`src/rtl/priority_resolver_isr_if.sv`:
```
// priority_resolver_isr_if
// Bundles the request/acknowledge/EOI inputs and the CPU/IRR/data-bus outputs
// of priority_resolver_isr.
//   master : drives IRR, IMR, INTA, EOI and mode inputs; observes the outputs
//   slave  : the resolver itself
interface priority_resolver_isr_if;
  logic [7:0] interrupt_req_reg;
  logic [7:0] interrupt_mask;
  logic       inta_n;
  logic       eoi;
  logic       specific_eoi;
  logic [2:0] eoi_level;
  logic       rotate_en;
  logic       auto_eoi;
  logic [4:0] vector_base;
  logic       int_out;
  logic [7:0] clear_ir_line;
  logic [7:0] in_service_reg;
  logic [7:0] data_out;
  logic       data_out_en;

  modport master (
    output interrupt_req_reg, interrupt_mask, inta_n, eoi, specific_eoi,
           eoi_level, rotate_en, auto_eoi, vector_base,
    input  int_out, clear_ir_line, in_service_reg, data_out, data_out_en
  );

  modport slave (
    input  interrupt_req_reg, interrupt_mask, inta_n, eoi, specific_eoi,
           eoi_level, rotate_en, auto_eoi, vector_base,
    output int_out, clear_ir_line, in_service_reg, data_out, data_out_en
  );
endinterface

```
`src/rtl/priority_resolver_isr.sv`:
```
// priority_resolver_isr
// Picks the highest-priority unmasked pending IR line (rotating priority,
// fully nested against the ISR), runs the two-pulse INTA sequence, commits the
// winner to the ISR, pulses the IRR clear line, drives the vector byte and
// retires ISR bits on EOI / automatic EOI.
// Ports:
//   clk   : system clock, rising edge
//   rst_n : asynchronous active-low reset
//   bus   : slave modport of priority_resolver_isr_if
//           (IRR, IMR, inta_n, EOI controls, mode, vector base in;
//            int_out, clear_ir_line, in_service_reg, data_out, data_out_en out)
module priority_resolver_isr (
  input logic                    clk,
  input logic                    rst_n,
  priority_resolver_isr_if.slave bus
);

  localparam logic [1:0] ST_IDLE = 2'd0;
  localparam logic [1:0] ST_ACK1 = 2'd1;
  localparam logic [1:0] ST_GAP  = 2'd2;
  localparam logic [1:0] ST_ACK2 = 2'd3;

  logic [1:0] state;
  logic       inta_n_q;
  logic [2:0] lowest;
  logic [7:0] isr;
  logic [2:0] win_q;
  logic       spurious_q;
  logic       int_out_q;
  logic [7:0] clear_q;
  logic [7:0] dout_q;
  logic       dout_en_q;

  logic       inta_fall;
  logic       inta_rise;
  logic       ack_start;
  logic       ack2_end;

  logic [7:0] cand;
  logic       cand_found;
  logic [2:0] cand_idx;
  logic [3:0] cand_pos;
  logic       isr_found;
  logic [2:0] isr_idx;
  logic [3:0] isr_pos;
  logic       win_valid;

  logic [7:0] isr_nx;
  logic [2:0] lowest_nx;

  assign inta_fall = !bus.inta_n && inta_n_q;
  assign inta_rise = bus.inta_n && !inta_n_q;
  assign ack_start = (state == ST_IDLE) && inta_fall;
  assign ack2_end  = (state == ST_ACK2) && inta_rise;

  // Walk the priority ring starting just above 'lowest'; position 1 is the
  // highest priority. The winner must sit strictly ahead of the first ISR bit.
  always_comb begin
    logic [2:0] idx;
    idx        = '0;
    cand       = bus.interrupt_req_reg & ~bus.interrupt_mask;
    cand_found = 1'b0;
    cand_idx   = '0;
    cand_pos   = '0;
    isr_found  = 1'b0;
    isr_idx    = '0;
    isr_pos    = '0;
    for (int unsigned i = 1; i <= 8; i++) begin
      idx = lowest + 3'(i);
      if (cand[idx] && !cand_found) begin
        cand_found = 1'b1;
        cand_idx   = idx;
        cand_pos   = 4'(i);
      end
      if (isr[idx] && !isr_found) begin
        isr_found = 1'b1;
        isr_idx   = idx;
        isr_pos   = 4'(i);
      end
    end
    win_valid = cand_found && (!isr_found || (cand_pos < isr_pos));
  end

  // ISR / rotation next state: clears (AEOI, then EOI) precede the new set, so
  // a same-bit EOI and set in one cycle leaves the bit set.
  always_comb begin
    isr_nx    = isr;
    lowest_nx = lowest;
    if (ack2_end && bus.auto_eoi && !spurious_q) begin
      isr_nx[win_q] = 1'b0;
      if (bus.rotate_en) lowest_nx = win_q;
    end
    if (bus.eoi) begin
      if (bus.specific_eoi) begin
        isr_nx[bus.eoi_level] = 1'b0;
        if (bus.rotate_en) lowest_nx = bus.eoi_level;
      end else if (isr_found) begin
        isr_nx[isr_idx] = 1'b0;
        if (bus.rotate_en) lowest_nx = isr_idx;
      end
    end
    if (ack_start && win_valid) isr_nx[cand_idx] = 1'b1;
  end

  always_ff @(posedge clk or negedge rst_n) begin
    if (!rst_n) begin
      state      <= ST_IDLE;
      inta_n_q   <= 1'b1;
      lowest     <= 3'd7;
      isr        <= '0;
      win_q      <= '0;
      spurious_q <= 1'b0;
      int_out_q  <= 1'b0;
      clear_q    <= '0;
      dout_q     <= '0;
      dout_en_q  <= 1'b0;
    end else begin
      inta_n_q  <= bus.inta_n;
      isr       <= isr_nx;
      lowest    <= lowest_nx;
      int_out_q <= (state == ST_IDLE) && !inta_fall && win_valid;
      clear_q   <= (ack_start && win_valid) ? (8'd1 << cand_idx) : '0;

      case (state)
        ST_IDLE: begin
          if (inta_fall) begin
            win_q      <= win_valid ? cand_idx : 3'd7;
            spurious_q <= !win_valid;
            state      <= ST_ACK1;
          end
        end
        ST_ACK1: begin
          if (inta_rise) state <= ST_GAP;
        end
        ST_GAP: begin
          if (inta_fall) begin
            state     <= ST_ACK2;
            dout_en_q <= 1'b1;
            dout_q    <= {bus.vector_base, win_q};
          end
        end
        default: begin
          if (inta_rise) begin
            state     <= ST_IDLE;
            dout_en_q <= 1'b0;
            dout_q    <= '0;
          end else begin
            dout_q <= {bus.vector_base, win_q};
          end
        end
      endcase
    end
  end

  assign bus.int_out        = int_out_q;
  assign bus.clear_ir_line  = clear_q;
  assign bus.in_service_reg = isr;
  assign bus.data_out       = dout_q;
  assign bus.data_out_en    = dout_en_q;

endmodule

```
`src/flat_wrapper.sv`:
```
// flat-port wrapper written by rule: the top's interface ports become plain ports
module priority_resolver_isr_flat 
  (clk, rst_n, bus_interrupt_req_reg, bus_interrupt_mask, bus_inta_n, bus_eoi, bus_specific_eoi, bus_eoi_level, bus_rotate_en, bus_auto_eoi, bus_vector_base, bus_int_out, bus_clear_ir_line, bus_in_service_reg, bus_data_out, bus_data_out_en);
  priority_resolver_isr_if bus_i ();
  input logic clk;
  input logic rst_n;
  input wire logic [$bits(bus_i.interrupt_req_reg)-1:0] bus_interrupt_req_reg;
  input wire logic [$bits(bus_i.interrupt_mask)-1:0] bus_interrupt_mask;
  input wire logic [$bits(bus_i.inta_n)-1:0] bus_inta_n;
  input wire logic [$bits(bus_i.eoi)-1:0] bus_eoi;
  input wire logic [$bits(bus_i.specific_eoi)-1:0] bus_specific_eoi;
  input wire logic [$bits(bus_i.eoi_level)-1:0] bus_eoi_level;
  input wire logic [$bits(bus_i.rotate_en)-1:0] bus_rotate_en;
  input wire logic [$bits(bus_i.auto_eoi)-1:0] bus_auto_eoi;
  input wire logic [$bits(bus_i.vector_base)-1:0] bus_vector_base;
  output wire logic [$bits(bus_i.int_out)-1:0] bus_int_out;
  output wire logic [$bits(bus_i.clear_ir_line)-1:0] bus_clear_ir_line;
  output wire logic [$bits(bus_i.in_service_reg)-1:0] bus_in_service_reg;
  output wire logic [$bits(bus_i.data_out)-1:0] bus_data_out;
  output wire logic [$bits(bus_i.data_out_en)-1:0] bus_data_out_en;
  assign bus_i.interrupt_req_reg = bus_interrupt_req_reg;
  assign bus_i.interrupt_mask = bus_interrupt_mask;
  assign bus_i.inta_n = bus_inta_n;
  assign bus_i.eoi = bus_eoi;
  assign bus_i.specific_eoi = bus_specific_eoi;
  assign bus_i.eoi_level = bus_eoi_level;
  assign bus_i.rotate_en = bus_rotate_en;
  assign bus_i.auto_eoi = bus_auto_eoi;
  assign bus_i.vector_base = bus_vector_base;
  assign bus_int_out = bus_i.int_out;
  assign bus_clear_ir_line = bus_i.clear_ir_line;
  assign bus_in_service_reg = bus_i.in_service_reg;
  assign bus_data_out = bus_i.data_out;
  assign bus_data_out_en = bus_i.data_out_en;
  priority_resolver_isr u_core (.clk(clk), .rst_n(rst_n), .bus(bus_i));
endmodule
```
`config.mk`:
```
export PLATFORM = sky130hd
export DESIGN_NAME = priority_resolver_isr_flat
export DESIGN_NICKNAME = d
export VERILOG_FILES = /design/src/rtl/priority_resolver_isr_if.sv /design/src/rtl/priority_resolver_isr.sv /design/src/flat_wrapper.sv
export SDC_FILE = /design/constraint.sdc
export NUM_CORES = 1
export LEC_CHECK = 0
export BUFFER_PORTS_ARGS = -buffer_cell sky130_fd_sc_hd__buf_2
export CAP_MARGIN = 40
export CORE_MARGIN = 2
export CORE_UTILIZATION = 50
export DETAILED_ROUTE_END_ITERATION = 16
export GPL_ROUTABILITY_DRIVEN = 0
export HOLD_SLACK_MARGIN = 0.15
export PLACE_DENSITY = 0.8
export SYNTH_ARGS = -nofsm -noshare
export SYNTH_HDL_FRONTEND = slang
export SYNTH_SLANG_ARGS = --single-unit
```
`constraint.sdc`:
```
create_clock -name clk -period 5.1 [get_ports clk]
set_input_delay 0.255 -clock clk [delete_from_list [all_inputs] [get_ports clk]]
set_output_delay 0.255 -clock clk [all_outputs]
set_load 0.02 [all_outputs]
```
# Word level (Yosys, flattened, before mapping)
# Index checks and enable logic that the tools add are counted.
# totals
in_bits,31
elab_cells,221
regBits,36
# op_classes
add_sub_neg,7
shifts,1
n_reduce_logical,57
eq_ne,6
muxes,113
magnitude_cmp,17
bitwise_logic,10
# ops
op,count
3-bit two-way mux,32
8-bit two-way mux,8
1-bit binary-select mux with 3-bit select,16
"3-bit by 4-bit less-than comparator with 1-bit output, second input constant",12
1-bit two-way mux,40
8-bit AND,4
8-bit inverter,4
1-bit logical AND,28
1-bit logical NOT,20
2-bit two-way mux,8
8-bit case mux with 2 select lines,1
"3-bit adder, second input constant",4
1-bit demux with 3-bit select,4
"3-bit by 1-bit greater-or-equal comparator with 1-bit output, second input constant",4
4-bit two-way mux,2
8-bit OR,1
"1-bit by 3-bit left shift with 8-bit output, first input constant",1
"3-bit by 2-bit adder with 3-bit output, second input constant",2
"2-bit by 1-bit != test with 1-bit output, second input constant",3
2-bit case mux with 3 select lines,1
"2-bit == test, second input constant",2
4-bit less-than comparator,1
2-bit AND reduction,2
4-bit AND reduction,1
other kinds (10),10

# Logic depth before layout (Yosys ltp)
# Gate-level depths: netlist of run 1.
# depth
ltp_word,36
ltp_mapped,17

# Worst setup path after synthesis of run 1
# OpenSTA, ideal clock, no wires.
# synth_timing
path_type,register -> register
startpoint,register u_core.lowest[1]
endpoint,"register u_core.isr[0], in the netlist u_core.bus.in_service_reg[0]"
path_slack_ns,1.056
t_arrival_ns,3.943
required_ns,4.999
synth_period_minus_slack_ns,4.044
n_path_buf,3
stages_incl_launch_ff,18
cell_sequence,dfstp_2 -> clkbuf_1 -> inv_1 -> clkbuf_1 -> ha_1 -> buf_2 -> mux4_2 -> nor2_1 -> nand2_1 -> or3_1 -> o21ai_0 -> a21oi_1 -> ha_1 -> a21o_1 -> a21oi_1 -> o22a_1 -> nand4_4 -> o32ai_1
# synth_via
elab_chain_cells,36
word_cells_on_any_way,137
# synth_rtl
element,line,source
from (decl),priority_resolver_isr.sv:25,logic [2:0] lowest;
from (signal assigned),priority_resolver_isr.sv:120,lowest <= lowest_nx;
3-bit by 1-bit adder with 3-bit output,priority_resolver_isr.sv:69,idx = lowest + 3'(i);
1-bit binary-select mux with 3-bit select,priority_resolver_isr.sv:75,if (isr[idx] && !isr_found) begin
1-bit two-way mux (implied by the code),priority_resolver_isr.sv:75,
1-bit two-way mux,priority_resolver_isr.sv:75,
1-bit logical NOT,priority_resolver_isr.sv:75,
1-bit logical AND,priority_resolver_isr.sv:75,
1-bit two-way mux,priority_resolver_isr.sv:75,
1-bit logical NOT,priority_resolver_isr.sv:75,
[... 21 more ...],--,
8-bit inverter (no source line),--,
8-bit AND (no source line),--,
8-bit two-way mux,priority_resolver_isr.sv:97,end else if (isr_found) begin
8-bit two-way mux,priority_resolver_isr.sv:94,if (bus.specific_eoi) begin
8-bit two-way mux,priority_resolver_isr.sv:93,if (bus.eoi) begin
8-bit OR (no source line),--,
8-bit two-way mux (*),priority_resolver_isr.sv:102,if (ack_start && win_valid) isr_nx[cand_idx] = 1'b1;
via u_core.isr_nx[0],priority_resolver_isr.sv:48,logic [7:0] isr_nx;
to (signal assigned),priority_resolver_isr.sv:119,isr <= isr_nx;
to (decl),priority_resolver_isr.sv:26,logic [7:0] isr;
# Mark *: on every way through the listed nets, which the timed path passes. The rest lies on a longest branch. The select of a mux whose other input is x is not followed.
# A chain may end at the register's enable or synchronous reset.

# Worst setup path after layout of run 1
# Same ends and word-level chain as after synthesis.

==> impl_metrics.yaml, run 1 <==
routing:
  route.detailed.drc: 0
  wl_met3_um: 852
  vias: 3758
  drtIter0Drc: 386
  met2_length_um: 5006
  finalWirelength_um: 10300
  met1Wirelength_um: 4142
  via_per_inst: 6.524
  firstDrtPassIters: 5
  ant_nets: 0
  route.top_layer_used: "met4"
  wire_per_inst_um: 17.88
critical_path:
  crit_arrival_ns: 4.64
  worst-setup-path-type: "register to register"
  critPathLaunchType: "register"
  critPathMaxFanout: 27
  cp.required_ns: 5.28
  crit_path_end_kind: "register"
timing:
  setup_viol_count_final: 0
  rsz0062_at_grt: "no"
  period_needed_ns: 4.460
  final-hold-violation-count: 0
  slew_headroom_pct: 39.43
  fmax_mhz: 224.2
  slew_violations: 0
  skew_ns: 0.003553
  max_slew.worst_pin.slew_ns: 0.8971
  period_share_pct: 87.45
  setup_tns_ns: 0
die:
  io_pins: 57
  fp.dieW_um: 92.35
  coreArea_um2: 7647
  initial_core_util_pct: 51.03
  die_y_um: 92.35
  num_rows: 32
  die-area_um2: 8528
grt:
  first_global_vias: 3510
  grt_antenna_before_repair: 0
  grt_pass1_wl_um: 17160
  track_usage_pct: 24.75
  grt_max_degree: 37
  globalRouteOverflowTotal: 0
layout:
  fillCellCount: 679
  nNetsFinal: 513
  layout_commonest_cell: "buf_2"
  syn_to_final_growth_pct: 11.38
  layout_common_cells: "buf_2 (56), nand2_1 (50), dfrtp_1 (32)"
  finalCoreUtilization_pct: 56.84
  layout-drive-gt1-share_pct: 27.43
  n_antenna_cell: 0
clocking:
  cts_made_buffers: 5
  hold_buffers: 2
  cts_tree: "yes"
  path_clk_slew_ns: 0.07
  cts_resized: 0
  cts_setup_buffers: 0
  root_buffer: "clkbuf_8"
  clockBufferDepth: 2
  cts_sinks: 36
  htreeDepth: 2
  insertion_delay_ns: 0.29
placement:
  dp_hpwl_um: 7697
  port-buffer-count: 56
logic_synthesis:
  syn-num-nets: 466
  ys.flop_type: "dfrtp_1"
  synth.yosys.warnings: 0
  ys_seq_elements: 36
  synth_xor_area_share_pct: 1.475
  syn_area_um2: 3902
  synth_compound_area_share_pct: 22.09
  synth_seq_area_share_pct: 23.21
  synthMuxAreaShare_pct: 23.34
  synth.distinct_cells: 72
  synth_top_family_by_area: "multiplexers"
  synth-async-reset-ratio_pct: 100.0
  synth_adder_area_share_pct: 2.886
  synth_edf_count: 0
  synth_cells: 426
  synth-simple-area-share_pct: 22.86
  avgSynthCellArea_um2: 9.161
run_status:
  status: "finished clean"
worst_hold_path:
  hp-class: "input pin to register"
run:
  drv_cap: 0
## final timing paths
path / startpoint / to / slack (ns) / cells after the start
max: u_core.lowest[1]$_DFF_PN1_ / u_core.bus.in_service_reg[0]$_DFF_PN0_ / 0.64 / 13
min: bus_vector_base[2] / u_core.bus.data_out[5]$_DFFE_PN0P_ / 0.20 / 3
max reg2reg: u_core.lowest[1]$_DFF_PN1_ / u_core.bus.in_service_reg[0]$_DFF_PN0_ / 0.64 / 13
min reg2reg: u_core.bus.data_out[5]$_DFFE_PN0P_ / u_core.bus.data_out[5]$_DFFE_PN0P_ / 0.48 / 2
max in group asynchronous: rst_n / u_core.state[0]$_DFFE_PN0P_ / 4.03 / 2
min in group asynchronous: rst_n / u_core.bus.clear_ir_line[2]$_DFF_PN0_ / 0.58 / 2
## critical path, cell delays in order, from the launching register on
cell and delay (ns):
dfstp_2 0.87, inv_1 0.12, ha_1 0.55, mux4_2 0.45, mux2_2 0.35, or2_2 0.34, o21ai_0 0.22, a21oi_1 0.08
ha_1 0.30, a21o_1 0.16, a21oi_1 0.14, o22a_1 0.27, nand4_4 0.19, o32ai_1 0.31
## synth_stat cells, drive strengths merged, types with 5 or more instances
| cell type | count | area share, % |
|---|---|---|
| nor2 | 27 | 2.6 |
| mux4 | 23 | 13 |
| nand2b | 15 | 2.4 |
| o211ai | 6 | 1.2 |
| dfrtp | 32 | 21 |
| o311ai | 6 | 1.3 |
| mux2i | 22 | 5.7 |
| nand3 | 11 | 1.4 |
| nor4b | 6 | 1.5 |
| clkbuf | 11 | 1.1 |
| nor3b | 5 | 0.96 |
| nor3 | 25 | 3.2 |
| inv | 9 | 0.93 |
| buf | 11 | 2.1 |
| o21ai | 28 | 3.7 |
| mux2 | 15 | 4.3 |
| o32ai | 9 | 2.0 |
| a31oi | 7 | 1.1 |
| nand2 | 51 | 5.0 |
| nor2b | 5 | 0.80 |
| ha | 9 | 2.9 |
| a21oi | 13 | 1.7 |
## cells by family after synthesis
logic type / Yosys count
AND/OR/NAND/NOR: 166
AO/OA/AOI/OAI: 119
multiplexers: 60
flip-flops: 36
buffers and inverters: 32
adder cells (fa/ha/maj): 9
XOR/XNOR: 4
## per-layer routing
layer	vias up	global-route usage (%)
met4	0	10.07
met3	33	3.173
met5	-	0
met2	201	40.27
met1	1764	33.53
li1	1760	-
## per-stage QoR
step	std cells	cell area, µm²	hold slack, ns	worst slack (ns)
floorplan	426	3902	-0.04059	1.056
global placement	566	4219	0.3716	0.8552
detailed placement	566	4219	0.3824	0.6940
CTS	576	4347	0.1973	0.6542
global route	576	4347	0.2081	0.3005
finish	576	4347	0.2030	0.6402
## final cells by class
cell class                      instances  area [µm²]  area share [%]
Clock buffer                            6       72.57           1.670
Clock inverter                          2       35.03          0.8060
Inverter                               10       40.04          0.9211
Multi-Input combinational cell        358        2835           65.23
Sequential cell                        36       905.9           20.84
Tap cell                              102       127.6           2.936
Timing Repair Buffer                   62       330.3           7.599
Power of run 1 is not shown: default switching activity piles up to over one toggle a cycle in this logic, so the estimate is an artifact.
==> inputs of run 2 (changes only) <==
Settings changed: CELL_PAD_IN_SITES_DETAIL_PLACEMENT from default to 2, CELL_PAD_IN_SITES_GLOBAL_PLACEMENT from default to 2, CORE_UTILIZATION 50 to 36, PLACE_DENSITY 0.8 to 0.9.
==> impl_metrics.yaml, run 2 (synthesis gave the netlist of run 1 again) <==
timing:
  setup_tns_ns: 0
  skew_ns: 0.008305
  rsz0062_at_grt: "no"
  max_slew.worst_pin.slew_ns: 0.8453
  slew_headroom_pct: 43.65
  period_needed_ns: 4.599
  period_share_pct: 90.18
  final-hold-violation-count: 0
  fmax_mhz: 217.4
  setup_viol_count_final: 0
  slew_violations: 0
routing:
  wire_per_inst_um: 23.80
  route.detailed.drc: 0
  drtIter0Drc: 305
  ant_nets: 0
  firstDrtPassIters: 5
  finalWirelength_um: 14710
  vias: 3932
  via_per_inst: 6.362
grt:
  grt_max_degree: 37
  first_global_vias: 4335
  grt_antenna_before_repair: 0
  globalRouteOverflowTotal: 0
  grt_pass1_wl_um: 23670
  track_usage_pct: 25.81
clocking:
  insertion_delay_ns: 0.29
  root_buffer: "clkbuf_8"
  cts_tree: "yes"
  cts_made_buffers: 5
  cts_sinks: 36
  htreeDepth: 2
  clockBufferDepth: 2
  path_clk_slew_ns: 0.08
layout:
  layout_commonest_cell: "buf_2"
  finalCoreUtilization_pct: 41.33
  syn_to_final_growth_pct: 13.31
  layout-drive-gt1-share_pct: 28.03
  fillCellCount: 1172
  n_antenna_cell: 0
  nNetsFinal: 517
  layout_common_cells: "buf_2 (56), nand2_1 (50), dfrtp_1 (32)"
critical_path:
  path_cells: "buf_4, mux2i_1, nand2_1, mux4_2, or2_2, o21ai_0, a21oi_1, ha_1, a21o_1, a21oi_1, o22a_1, nand4_4, o32ai_1"
  critPathMaxFanout: 25
  critPathLaunchType: "register"
  max_stage_delay_ns: 0.60
  endpoint: "u_core.bus.in_service_reg[4]$_DFF_PN0_"
  worst-setup-path-type: "register to register"
  cp.required_ns: 5.27
  r2r_slack_ns: 0.50
  crit_arrival_ns: 4.77
  r2r-start: "u_core.lowest[0]$_DFF_PN1_"
  cpMostUsedCell: "a21oi_1"
  r2r_end: "u_core.bus.in_service_reg[4]$_DFF_PN0_"
  rr_worst_depth: 13
  crit_start: "u_core.lowest[0]$_DFF_PN1_"
  crit_path_end_kind: "register"
  cpMaxStageDelayCell: "mux4_2"
die:
  die_y_um: 108.1
  io_pins: 57
  fp.dieW_um: 108.1
  coreArea_um2: 10700
  num_rows: 38
  die-area_um2: 11690
  initial_core_util_pct: 36.48
worst_hold_path:
  hp-class: "input pin to register"
placement:
  port-buffer-count: 56
  dp_hpwl_um: 10790
run:
  drv_cap: 0
run_status:
  status: "finished clean"
## run 2: changes by cell type in the layout (fill, tap and decap cells not counted)
| cell | delta |
|---|---|
| buf_4 | +3 |
| clkbuf_2 | +1 |
## run 2: stage by stage
stage,cell area [µm²],setup WS (ns),hold slack [ns],std cells
floorplan,3902,1.056,-0.04059,426
global placement,4282,0.9241,0.3829,606
detailed placement,4282,0.6172,0.4006,606
CTS,4409,0.5278,0.2128,616
global route,4422,0.2362,0.2129,618
finish,4422,0.5010,0.2140,618
## run 2: what timing repair did
action	in CTS	in global routing
endpoints found under the setup margin	0	0
setup buffers	0	0
hold buffers	2	0
gates resized for setup	0	0
hold endpoints to repair	33	0
## run 2: worst min-delay path by stage
stage                  startpoint                                     to  cells past startpoint
2_1_floorplan               rst_n  u_core.bus.clear_ir_line[0]$_DFF_PN0_                      0
4_1_cts        bus_vector_base[4]     u_core.bus.data_out[7]$_DFFE_PN0P_                      3
3_5_place_dp                rst_n     u_core.bus.data_out[3]$_DFFE_PN0P_                      1
6_report       bus_vector_base[4]     u_core.bus.data_out[7]$_DFFE_PN0P_                      3
5_1_grt        bus_vector_base[0]     u_core.bus.data_out[3]$_DFFE_PN0P_                      3
3_3_place_gp                rst_n     u_core.bus.data_out[3]$_DFFE_PN0P_                      1
## run 2: area by class of cell
| cell class | instances | area [µm²] | share of cell area [%] |
|---|---|---|---|
| well taps | 140 | 175.2 | 3.962 |
| multi-input cells | 358 | 2835 | 64.12 |
| inverters | 10 | 40.04 | 0.9055 |
| flip-flops and latches | 36 | 905.9 | 20.49 |
| clock buffers | 6 | 72.57 | 1.641 |
| repair buffers | 66 | 357.8 | 8.093 |
| clock inverters | 2 | 35.03 | 0.7923 |
## run 2: critical path: cells and delay by family (launching register included)
kind / cells / cell delay [ns]
flops: 1 / 0.58
simple gates: 3 / 0.70
buf+inv: 1 / 0.36
mux: 2 / 1.13
fa+ha+maj: 1 / 0.33
compound gates: 6 / 1.38
## run 2: metal layers
| layer | routed length [µm] | vias to the layer above | global-route usage [%] |
|---|---|---|---|
| met5 | 0 | - | 0 |
| met1 | 6278 | 1991 | 32.69 |
| met4 | 447 | 0 | 8.791 |
| met2 | 7408 | 139 | 45.69 |
| met3 | 575 | 42 | 2.833 |
| li1 | - | 1760 | - |
Power of run 2 is left out for the same reason.
==> inputs of run 3 (changes only) <==
Settings changed: PLACE_DENSITY 0.9 to 0.93.
==> impl_metrics.yaml, run 3 (synthesis gave the netlist of run 1 again) <==
run_status:
  status: "finished clean"
clocking:
  htreeDepth: 2
  path_clk_slew_ns: 0.08
  clockBufferDepth: 2
  insertion_delay_ns: 0.31
  cts_tree: "yes"
  cts_resized: 0
  root_buffer: "clkbuf_8"
  cts_setup_buffers: 0
  cts_made_buffers: 5
  cts_sinks: 36
grt:
  grt_antenna_before_repair: 0
  grt_pass1_wl_um: 25110
  gr-max-usage-layer: "met2"
  grt_util_met2_pct: 48.97
  grt_max_degree: 37
  first_global_vias: 4487
  track_usage_pct: 27.89
  use_met1_pct: 34.00
  globalRouteOverflowTotal: 0
  grtUsageMet3_pct: 4.822
layout:
  regArea_um2: 905.9
  nNetsFinal: 517
  layout_common_cells: "buf_2 (56), nand2_1 (50), dfrtp_1 (32)"
  fillCellCount: 1222
  layout-drive-gt1-share_pct: 28.24
  multiInputGateArea_um2: 2835
  layout_commonest_cell: "buf_2"
  syn_to_final_growth_pct: 12.86
  n_antenna_cell: 0
critical_path:
  critPathMaxFanout: 23
  rr_worst_depth: 13
  cp.required_ns: 5.28
  critPathLaunchType: "register"
  worst-setup-path-type: "register to register"
  crit_path_end_kind: "register"
  crit_start: "u_core.lowest[0]$_DFF_PN1_"
  r2r_slack_ns: 0.62
  crit_arrival_ns: 4.66
  r2r-start: "u_core.lowest[0]$_DFF_PN1_"
timing:
  period_share_pct: 87.83
  setup_viol_count_final: 0
  skew_ns: 0.007125
  period_needed_ns: 4.479
  max_slew.worst_pin.slew_ns: 0.9240
  slew_violations: 0
  slew_headroom_pct: 38.17
  final-hold-violation-count: 0
  fmax_mhz: 223.3
  rsz0062_at_grt: "no"
  setup_tns_ns: 0
  whs_ns: 0.2051
die:
  die_y_um: 108.1
  coreArea_um2: 10700
  fp.dieW_um: 108.1
  num_rows: 38
  initial_core_util_pct: 36.48
  die-area_um2: 11690
  io_pins: 57
worst_hold_path:
  worstHoldPathCells: 3
  hp-class: "input pin to register"
  holdCritStartpoint: "bus_vector_base[2]"
placement:
  port-buffer-count: 56
  dp_hpwl_um: 11640
routing:
  wire_per_inst_um: 25.21
  firstDrtPassIters: 4
  ant_nets: 0
  via_per_inst: 6.437
  route.detailed.drc: 0
  finalWirelength_um: 15580
  drtIter0Drc: 249
  vias: 3978
run:
  drv_cap: 0
## run 3: final timing paths
| check | endpoint |
|---|---|
| setup / recovery | u_core.bus.in_service_reg[0]$_DFF_PN0_ |
| hold / removal | u_core.bus.data_out[5]$_DFFE_PN0P_ |
| setup reg to reg | u_core.bus.in_service_reg[0]$_DFF_PN0_ |
| hold reg to reg | u_core.bus.data_out[6]$_DFFE_PN0P_ |
| max in group asynchronous | u_core.bus.in_service_reg[0]$_DFF_PN0_ |
| min in group asynchronous | u_core.bus.data_out[3]$_DFFE_PN0P_ |
## run 3: layout make-up
cell class              instances  area share [%]
repair buffers                 66           8.182
multi-input cells             358           64.38
flip-flops and latches         36           20.57
clock buffers                   5           1.563
clock inverters                 3          0.4261
well taps                     140           3.977
inverters                      10          0.9091
## run 3: worst max-delay path, cell delays in order, from the launching register on
cell	delay, ns
dfstp_2	0.58
buf_4	0.34
ha_1	0.37
xnor2_2	0.22
mux4_2	0.36
mux2i_1	0.52
nand2b_1	0.33
nor2_1	0.09
ha_1	0.32
a21o_1	0.17
a21oi_1	0.16
o22a_1	0.29
nand4_4	0.21
o32ai_1	0.37
## run 3: stage by stage
| stage | worst slack, ns | instances | instance area, µm² | utilization [%] |
|---|---|---|---|---|
| global route | 0.4309 | 618 | 4404 | 41.17 |
| floorplan | 1.056 | 426 | 3902 | - |
| global placement | 1.051 | 608 | 4297 | 40.16 |
| CTS | 0.6430 | 618 | 4404 | 41.17 |
| detailed placement | 0.7021 | 608 | 4297 | 40.16 |
| finish | 0.6208 | 618 | 4404 | 41.17 |
## run 3: layer usage
| layer | wire length, µm | share of wire [%] | up-vias |
|---|---|---|---|
| met5 | 0 | 0 | - |
| met4 | 525 | 3.4 | 0 |
| met3 | 750 | 4.8 | 43 |
| met2 | 7947 | 51 | 154 |
| met1 | 6357 | 41 | 2020 |
| li1 | - | - | 1761 |
## run 3: repair_timing
| action | in CTS | in global routing |
|---|---|---|
| setup endpoints to repair | 0 | 0 |
| hold buffers | 2 | 0 |
| hold endpoints to repair | 33 | 0 |
Power of run 3 is left out for the same reason.
